==> config.mk <==
export PLATFORM = sky130hd
export DESIGN_NAME = hwpe_ctrl_arbiter
export DESIGN_NICKNAME = d
export VERILOG_FILES = /design/src/rtl/hwpe_arb_pkg.sv /design/src/rtl/hwpe_rr_select.sv /design/src/rtl/hwpe_ctrl_arbiter.sv
export SDC_FILE = /design/constraint.sdc
export NUM_CORES = 1
export LEC_CHECK = 0
export BUFFER_PORTS_ARGS = -buffer_cell sky130_fd_sc_hd__buf_4
export CORE_AREA = 3 3 285 287
export CTS_CLUSTER_DIAMETER = 40
export DETAILED_ROUTE_END_ITERATION = 16
export DIE_AREA = 0 0 288 290
export SLEW_MARGIN = 10
export SYNTH_ARGS = -nofsm -noshare
export SYNTH_HDL_FRONTEND = slang
export SYNTH_SLANG_ARGS = --single-unit
==> constraint.sdc <==
create_clock -name clk_i -period 9.8 [get_ports clk_i]
set_input_delay 2.94 -clock clk_i [delete_from_list [all_inputs] [get_ports clk_i]]
set_output_delay 2.94 -clock clk_i [all_outputs]
set_load 0.05 [all_outputs]
==> src/rtl/hwpe_arb_pkg.sv <==
// Shared types and local register offsets for the HWPE control-port arbiter.
package hwpe_arb_pkg;

  typedef enum logic [1:0] {
    ARB_IDLE    = 2'd0,
    ARB_OWNED   = 2'd1,
    ARB_RUNNING = 2'd2
  } arb_state_e;

  localparam logic [7:0] TriggerOffset = 8'h00;
  localparam logic [7:0] ReleaseOffset = 8'h04;

endpackage

==> src/rtl/hwpe_rr_select.sv <==
// Round-robin requester picker: first active request strictly after ptr_i,
// wrapping from NrPorts-1 back to 0. Purely combinational.
module hwpe_rr_select #(
  parameter  int unsigned NrPorts = 8,
  localparam int unsigned IdxW    = (NrPorts > 1) ? $clog2(NrPorts) : 1
) (
  input  logic [NrPorts-1:0] req_i,
  input  logic [IdxW-1:0]    ptr_i,
  output logic [NrPorts-1:0] gnt_o,
  output logic [IdxW-1:0]    idx_o
);

  int unsigned cand;
  logic        found;

  // Scan offsets 1..NrPorts so the previous owner is the last candidate.
  always_comb begin
    gnt_o = '0;
    idx_o = '0;
    found = 1'b0;
    cand  = 0;
    for (int unsigned off = 1; off <= NrPorts; off++) begin
      cand = 32'(ptr_i) + off;
      if (cand >= NrPorts) cand = cand - NrPorts;
      if (!found && req_i[cand[IdxW-1:0]]) begin
        found                 = 1'b1;
        gnt_o[cand[IdxW-1:0]] = 1'b1;
        idx_o                 = cand[IdxW-1:0];
      end
    end
  end

endmodule

==> src/rtl/hwpe_ctrl_arbiter.sv <==
// Arbitrates ownership of a single HWPE control port among NrPorts cores.
// A core owns the port from grant until it writes RELEASE, its triggered job
// finishes, or it stays inactive for TimeoutCycles cycles.
//
//   state       | meaning
//   ------------+-----------------------------------------------------------
//   ARB_IDLE    | no owner; pick next requester once no response is pending
//   ARB_OWNED   | owner may access registers, trigger a job or release
//   ARB_RUNNING | job running; owner reads forwarded, writes stalled
module hwpe_ctrl_arbiter
  import hwpe_arb_pkg::*;
#(
  parameter  int unsigned NrPorts       = 8,
  parameter  int unsigned DataWidth     = 32,
  parameter  int unsigned AddrWidth     = 32,
  parameter  int unsigned IdWidth       = 8,
  parameter  int unsigned TimeoutCycles = 1024,
  localparam int unsigned IdxW          = (NrPorts > 1) ? $clog2(NrPorts) : 1,
  localparam int unsigned StrbW         = DataWidth / 8
) (
  input  logic                                clk_i,
  input  logic                                rst_i,
  input  logic [NrPorts-1:0]                  req_valid_i,
  input  logic [NrPorts-1:0][AddrWidth-1:0]   req_addr_i,
  input  logic [NrPorts-1:0]                  req_write_i,
  input  logic [NrPorts-1:0][DataWidth-1:0]   req_wdata_i,
  input  logic [NrPorts-1:0][StrbW-1:0]       req_strb_i,
  output logic [NrPorts-1:0]                  req_ready_o,
  output logic [NrPorts-1:0]                  rsp_valid_o,
  output logic [DataWidth-1:0]                rsp_data_o,
  output logic                                rsp_err_o,
  output logic                                m_valid_o,
  output logic [AddrWidth-1:0]                m_addr_o,
  output logic                                m_write_o,
  output logic [DataWidth-1:0]                m_wdata_o,
  output logic [StrbW-1:0]                    m_strb_o,
  output logic [IdWidth-1:0]                  m_id_o,
  input  logic                                m_ready_i,
  input  logic                                m_rsp_valid_i,
  input  logic [DataWidth-1:0]                m_rsp_data_i,
  input  logic                                hwpe_evt_i,
  output logic [IdxW-1:0]                     owner_o,
  output logic                                busy_o,
  output logic                                timeout_o
);

  localparam int unsigned     CntW        = $clog2(TimeoutCycles);
  localparam logic [CntW-1:0] TimeoutLast = CntW'(TimeoutCycles - 1);

  arb_state_e            state_q, state_d;
  logic [IdxW-1:0]       owner_q, owner_d;
  logic [IdxW-1:0]       rr_ptr_q, rr_ptr_d;
  logic                  pending_q, pending_d;
  logic                  rel_rsp_q, rel_rsp_d;
  logic [CntW-1:0]       cnt_q, cnt_d;

  logic [NrPorts-1:0]    sel_gnt;
  logic [IdxW-1:0]       sel_idx;

  logic                  o_valid, o_write, o_is_rel, o_is_trig;
  logic [AddrWidth-1:0]  o_addr;
  logic                  fwd_en, loc_en, fwd_hs, loc_hs, rsp_hs;

  hwpe_rr_select #(
    .NrPorts (NrPorts)
  ) i_rr_select (
    .req_i (req_valid_i),
    .ptr_i (rr_ptr_q),
    .gnt_o (sel_gnt),
    .idx_o (sel_idx)
  );

  assign o_valid   = req_valid_i[owner_q];
  assign o_addr    = req_addr_i[owner_q];
  assign o_write   = req_write_i[owner_q];
  assign o_is_rel  = o_write && (o_addr[7:0] == ReleaseOffset);
  assign o_is_trig = o_write && (o_addr[7:0] == TriggerOffset);

  assign owner_o   = owner_q;
  assign m_id_o    = IdWidth'(owner_q);
  assign busy_o    = (state_q != ARB_IDLE);
  assign rsp_err_o = 1'b0;

  // Owner request routing, response steering and next-state selection.
  always_comb begin
    state_d     = state_q;
    owner_d     = owner_q;
    rr_ptr_d    = rr_ptr_q;
    pending_d   = pending_q;
    rel_rsp_d   = 1'b0;
    cnt_d       = cnt_q;
    fwd_en      = 1'b0;
    loc_en      = 1'b0;
    timeout_o   = 1'b0;
    req_ready_o = '0;
    rsp_valid_o = '0;
    rsp_data_o  = '0;
    m_addr_o    = '0;
    m_write_o   = 1'b0;
    m_wdata_o   = '0;
    m_strb_o    = '0;

    case (state_q)
      ARB_OWNED: begin
        loc_en = o_is_rel;
        fwd_en = !o_is_rel;
      end
      ARB_RUNNING: fwd_en = !o_write;
      default: ;
    endcase

    m_valid_o = fwd_en && o_valid && !pending_q;
    fwd_hs    = m_valid_o && m_ready_i;
    loc_hs    = loc_en && o_valid && !pending_q;
    rsp_hs    = pending_q && m_rsp_valid_i;

    if (fwd_en || loc_en) req_ready_o[owner_q] = !pending_q && (loc_en || m_ready_i);

    if (m_valid_o) begin
      m_addr_o  = o_addr;
      m_write_o = o_write;
      m_wdata_o = req_wdata_i[owner_q];
      m_strb_o  = req_strb_i[owner_q];
    end

    // owner_q only changes on a grant, which waits for pending_q to clear,
    // so late responses still reach the core that issued them.
    if (rsp_hs) begin
      rsp_valid_o[owner_q] = 1'b1;
      rsp_data_o           = m_rsp_data_i;
    end else if (rel_rsp_q) begin
      rsp_valid_o[owner_q] = 1'b1;
    end

    if (fwd_hs)      pending_d = 1'b1;
    else if (rsp_hs) pending_d = 1'b0;

    case (state_q)
      ARB_IDLE: begin
        cnt_d = '0;
        if (!pending_q && (|sel_gnt)) begin
          owner_d  = sel_idx;
          rr_ptr_d = sel_idx;
          state_d  = ARB_OWNED;
        end
      end
      ARB_OWNED: begin
        if (loc_hs) begin
          state_d   = ARB_IDLE;
          rel_rsp_d = 1'b1;
          cnt_d     = '0;
        end else if (fwd_hs || rsp_hs) begin
          cnt_d = '0;
          if (fwd_hs && o_is_trig) state_d = ARB_RUNNING;
        end else if (!pending_q) begin
          if (cnt_q == TimeoutLast) begin
            timeout_o = 1'b1;
            state_d   = ARB_IDLE;
            cnt_d     = '0;
          end else begin
            cnt_d = cnt_q + CntW'(1);
          end
        end
      end
      ARB_RUNNING: begin
        cnt_d = '0;
        if (hwpe_evt_i) state_d = ARB_IDLE;
      end
      default: state_d = ARB_IDLE;
    endcase
  end

  // State registers with synchronous reset.
  always_ff @(posedge clk_i) begin
    if (rst_i) begin
      state_q   <= ARB_IDLE;
      owner_q   <= '0;
      rr_ptr_q  <= IdxW'(NrPorts - 1);
      pending_q <= 1'b0;
      rel_rsp_q <= 1'b0;
      cnt_q     <= '0;
    end else begin
      state_q   <= state_d;
      owner_q   <= owner_d;
      rr_ptr_q  <= rr_ptr_d;
      pending_q <= pending_d;
      rel_rsp_q <= rel_rsp_d;
      cnt_q     <= cnt_d;
    end
  end

endmodule

==> metrics.cfg <==
[place]
routabilityCongestion=0.8966
placed_area_sq_um=12230
numPortBuffers=722
dp_hpwl_um=55070
dp.cells=2519

[sta]
finalSetupTns_ns=0
fin_crit_sh=0.9155
hold_violations=0
worst_pin_slew_ns=0.9015
grt_setup_unrepaired=false
slew_headroom=0.3990
finClkSkew_ns=0.005121
fin_crit_ns=8.972
fmax_mhz=111.5
setup_viol=0
slew_viol_final=0

[clock_tree]
clk_path_buf_depth=2
post-cts-setup-buffer-count=0
clock_latency_ns=0.25
cts_hold_buf=0
numCtsBuffers=3
cts_num_sinks=20
post_cts_resized=0
cts_tree=yes
htree_levels=1
clk_pin_slew_ns=0.06
root_buffer=clkbuf_16

[power]
swShare=0.5894
p_sw_uw=1280
p_leak_uw=0.005678
ir_drop_v=0.0001038
power_uw=2171
combPwrFrac=0.889
powerDensity_nw_per_um2=176.0
clkPwrFrac=0.044
pwr-share-seq=0.067
p_int_uw=891.3

[drt]
drt_iter0_drc=650
ant_nets=0
viasPerCell=4.116
vias=10410
firstDrtPassIters=5
finalWirelength_um=64390
avgRoutedWirePerCell_um=25.46
drc_errors=0

[synthesis]
synth_edf_count=0
yosysUniqueCellTypes=73
synth_area_sq_um=5720
synth.largest_area_cell=o22ai_1
synth-async-reset-ratio=0
syn_avg_cell_area_sq_um=6.951
ys.flop_type=dfxtp_1
synth.most_common_cell=o22ai_1
seq_area_frac_synth=0.06999
synthTopCellsByCount=o22ai_1, nor2_1, clkbuf_1
ys_top_cells_by_area=o22ai_1, mux4_2, or4_1
yosys_warnings=0
yosysTopAreaCellShare=0.2647
syn_inst=823
ys_seq_elements=20

[global_routing]
gr-total-overflow=0
grt_pass1_vias=10520
grt_pass1_wl_um=83550
grt_max_degree=47
grt_use_total=0.1425
antenna_found_initial=43

[die]
ios=729
coreArea_sq_um=78870
dieHeight_um=290
dieArea_sq_um=83520
die_x_um=288
rows=103
initial_core_util=0.07253

[setup_path]
timing.rr.start=rr_ptr_q[0]$_SDFFE_PP1P_
cp-start-kind=input pin
endpoint_kind=primary output
crit_required_ns=6.86
critPathArrivalTime_ns=6.03
r2r_slack_ns=5.50
path_class=input pin to primary output
r2r-end=rr_ptr_q[2]$_SDFFE_PP1P_
worstPathMaxFanout=46
r2r_cells=10

[worst_hold_path]
holdPathStages=2
hold_class=flip-flop to flip-flop
hold_end=cnt_q[9]$_SDFFE_PP0P_
min_from=cnt_q[9]$_SDFFE_PP0P_

[layout]
utilization=0.1564
postLayoutCellArea_sq_um=12330
instances_no_fill=2529
drive_gt1_frac=0.5492
area_delta_synth_final_pct=115.6
nNetsFinal=2082

[run]
cap_violations=0

[run_status]
status=finished clean

worst max path at each step:
stage / endpoint / start / slack [ns] / cells past startpoint
5_1_grt: m_wdata_o[9] / req_write_i[3] / 0.59 / 11
6_report: m_wdata_o[9] / req_write_i[3] / 0.83 / 11
3_5_place_dp: m_wdata_o[17] / req_write_i[3] / 0.84 / 11
4_1_cts: m_wdata_o[17] / req_write_i[3] / 0.83 / 11
3_3_place_gp: req_ready_o[7] / req_addr_i[96] / 0.98 / 9
2_1_floorplan: timeout_o / req_addr_i[102] / 1.11 / 7
cell families after synthesis:
kind of cell | synth area share
AO/OA/AOI/OAI | 0.3666
XOR/XNOR | 0.01378
adder cells (fa/ha/maj) | 0.02406
buffers and inverters | 0.09011
flip-flops | 0.06999
multiplexers | 0.1437
other | 0.0006555
AND/OR/NAND/NOR | 0.2911
metrics by stage:
stage	setup WS (ns)	hold WS [ns]
after floorplan	1.109	0.4705
after global placement	0.9801	0.4951
after detailed placement	0.8394	0.5010
after CTS	0.8328	0.5105
after global routing	0.5894	0.5492
final	0.8277	0.5108
sequential cells by signal, summed over array words and instances, names as in the netlist:
| signal | flops |
|---|---|
| cnt_q | 10 |
| owner_o | 3 |
| rr_ptr_q | 3 |
| state_q | 2 |
| pending_q | 1 |
| rel_rsp_q | 1 |
worst max-delay path, stage by stage:
cell,delay (ns)
buf_4,0.11
mux2_1,0.29
a221o_1,0.38
a222oi_1,0.40
nand4b_2,0.30
or2_1,0.19
a21o_1,0.17
nand3_4,0.37
buf_12,0.34
nor2_1,0.20
buf_4,0.22
metal layers:
layer / wire, um / vias to the layer above / track usage
met5: 198 / - / 0
met4: 1528 / 30 / 0.02644
met3: 6731 / 110 / 0.04760
met2: 32360 / 680 / 0.2626
met1: 23560 / 4956 / 0.1586
li1: - / 4633 / -
placed cells by master, fill, tap and decap left out, types with 8 or more instances in the layout:
| cell | synthesis | final |
|---|---|---|
| and3_1 | 34 | 34 |
| nor2_2 | 8 | 8 |
| mux2_2 | 8 | 8 |
| mux4_2 | 20 | 20 |
| nand3_1 | 18 | 17 |
| buf_4 | 14 | 733 |
| nor2_1 | 100 | 100 |
| o211ai_1 | 11 | 11 |
| nand2b_1 | 11 | 9 |
| mux2i_1 | 27 | 27 |
| inv_1 | 11 | 11 |
| ha_1 | 11 | 11 |
| o22ai_1 | 242 | 242 |
| or4_1 | 60 | 60 |
| a21oi_1 | 10 | 9 |
| dfxtp_1 | 20 | 18 |
| o21ai_0 | 8 | 8 |
| nand2_1 | 32 | 29 |
power by group through the flow:
stage,logic (uW),clock network (uW),registers [uW]
2_1_floorplan,1170,0,123
3_3_place_gp,1950,0,147
3_5_place_dp,1950,0,148
4_1_cts,1950,97.3,146
5_1_grt,2070,99.6,152
6_report,1930,95.2,145
layout make-up:
cell class / count / area, sq um
antenna: 6 / 15.01
clock buffer: 4 / 88.84
fill: 9151 / 66540
inverter: 15 / 56.30
multi-input combinational: 698 / 4892
sequential: 20 / 402.9
tap: 1050 / 1314
timing repair buffer: 736 / 5563
Power figures use the tool's default switching activity.
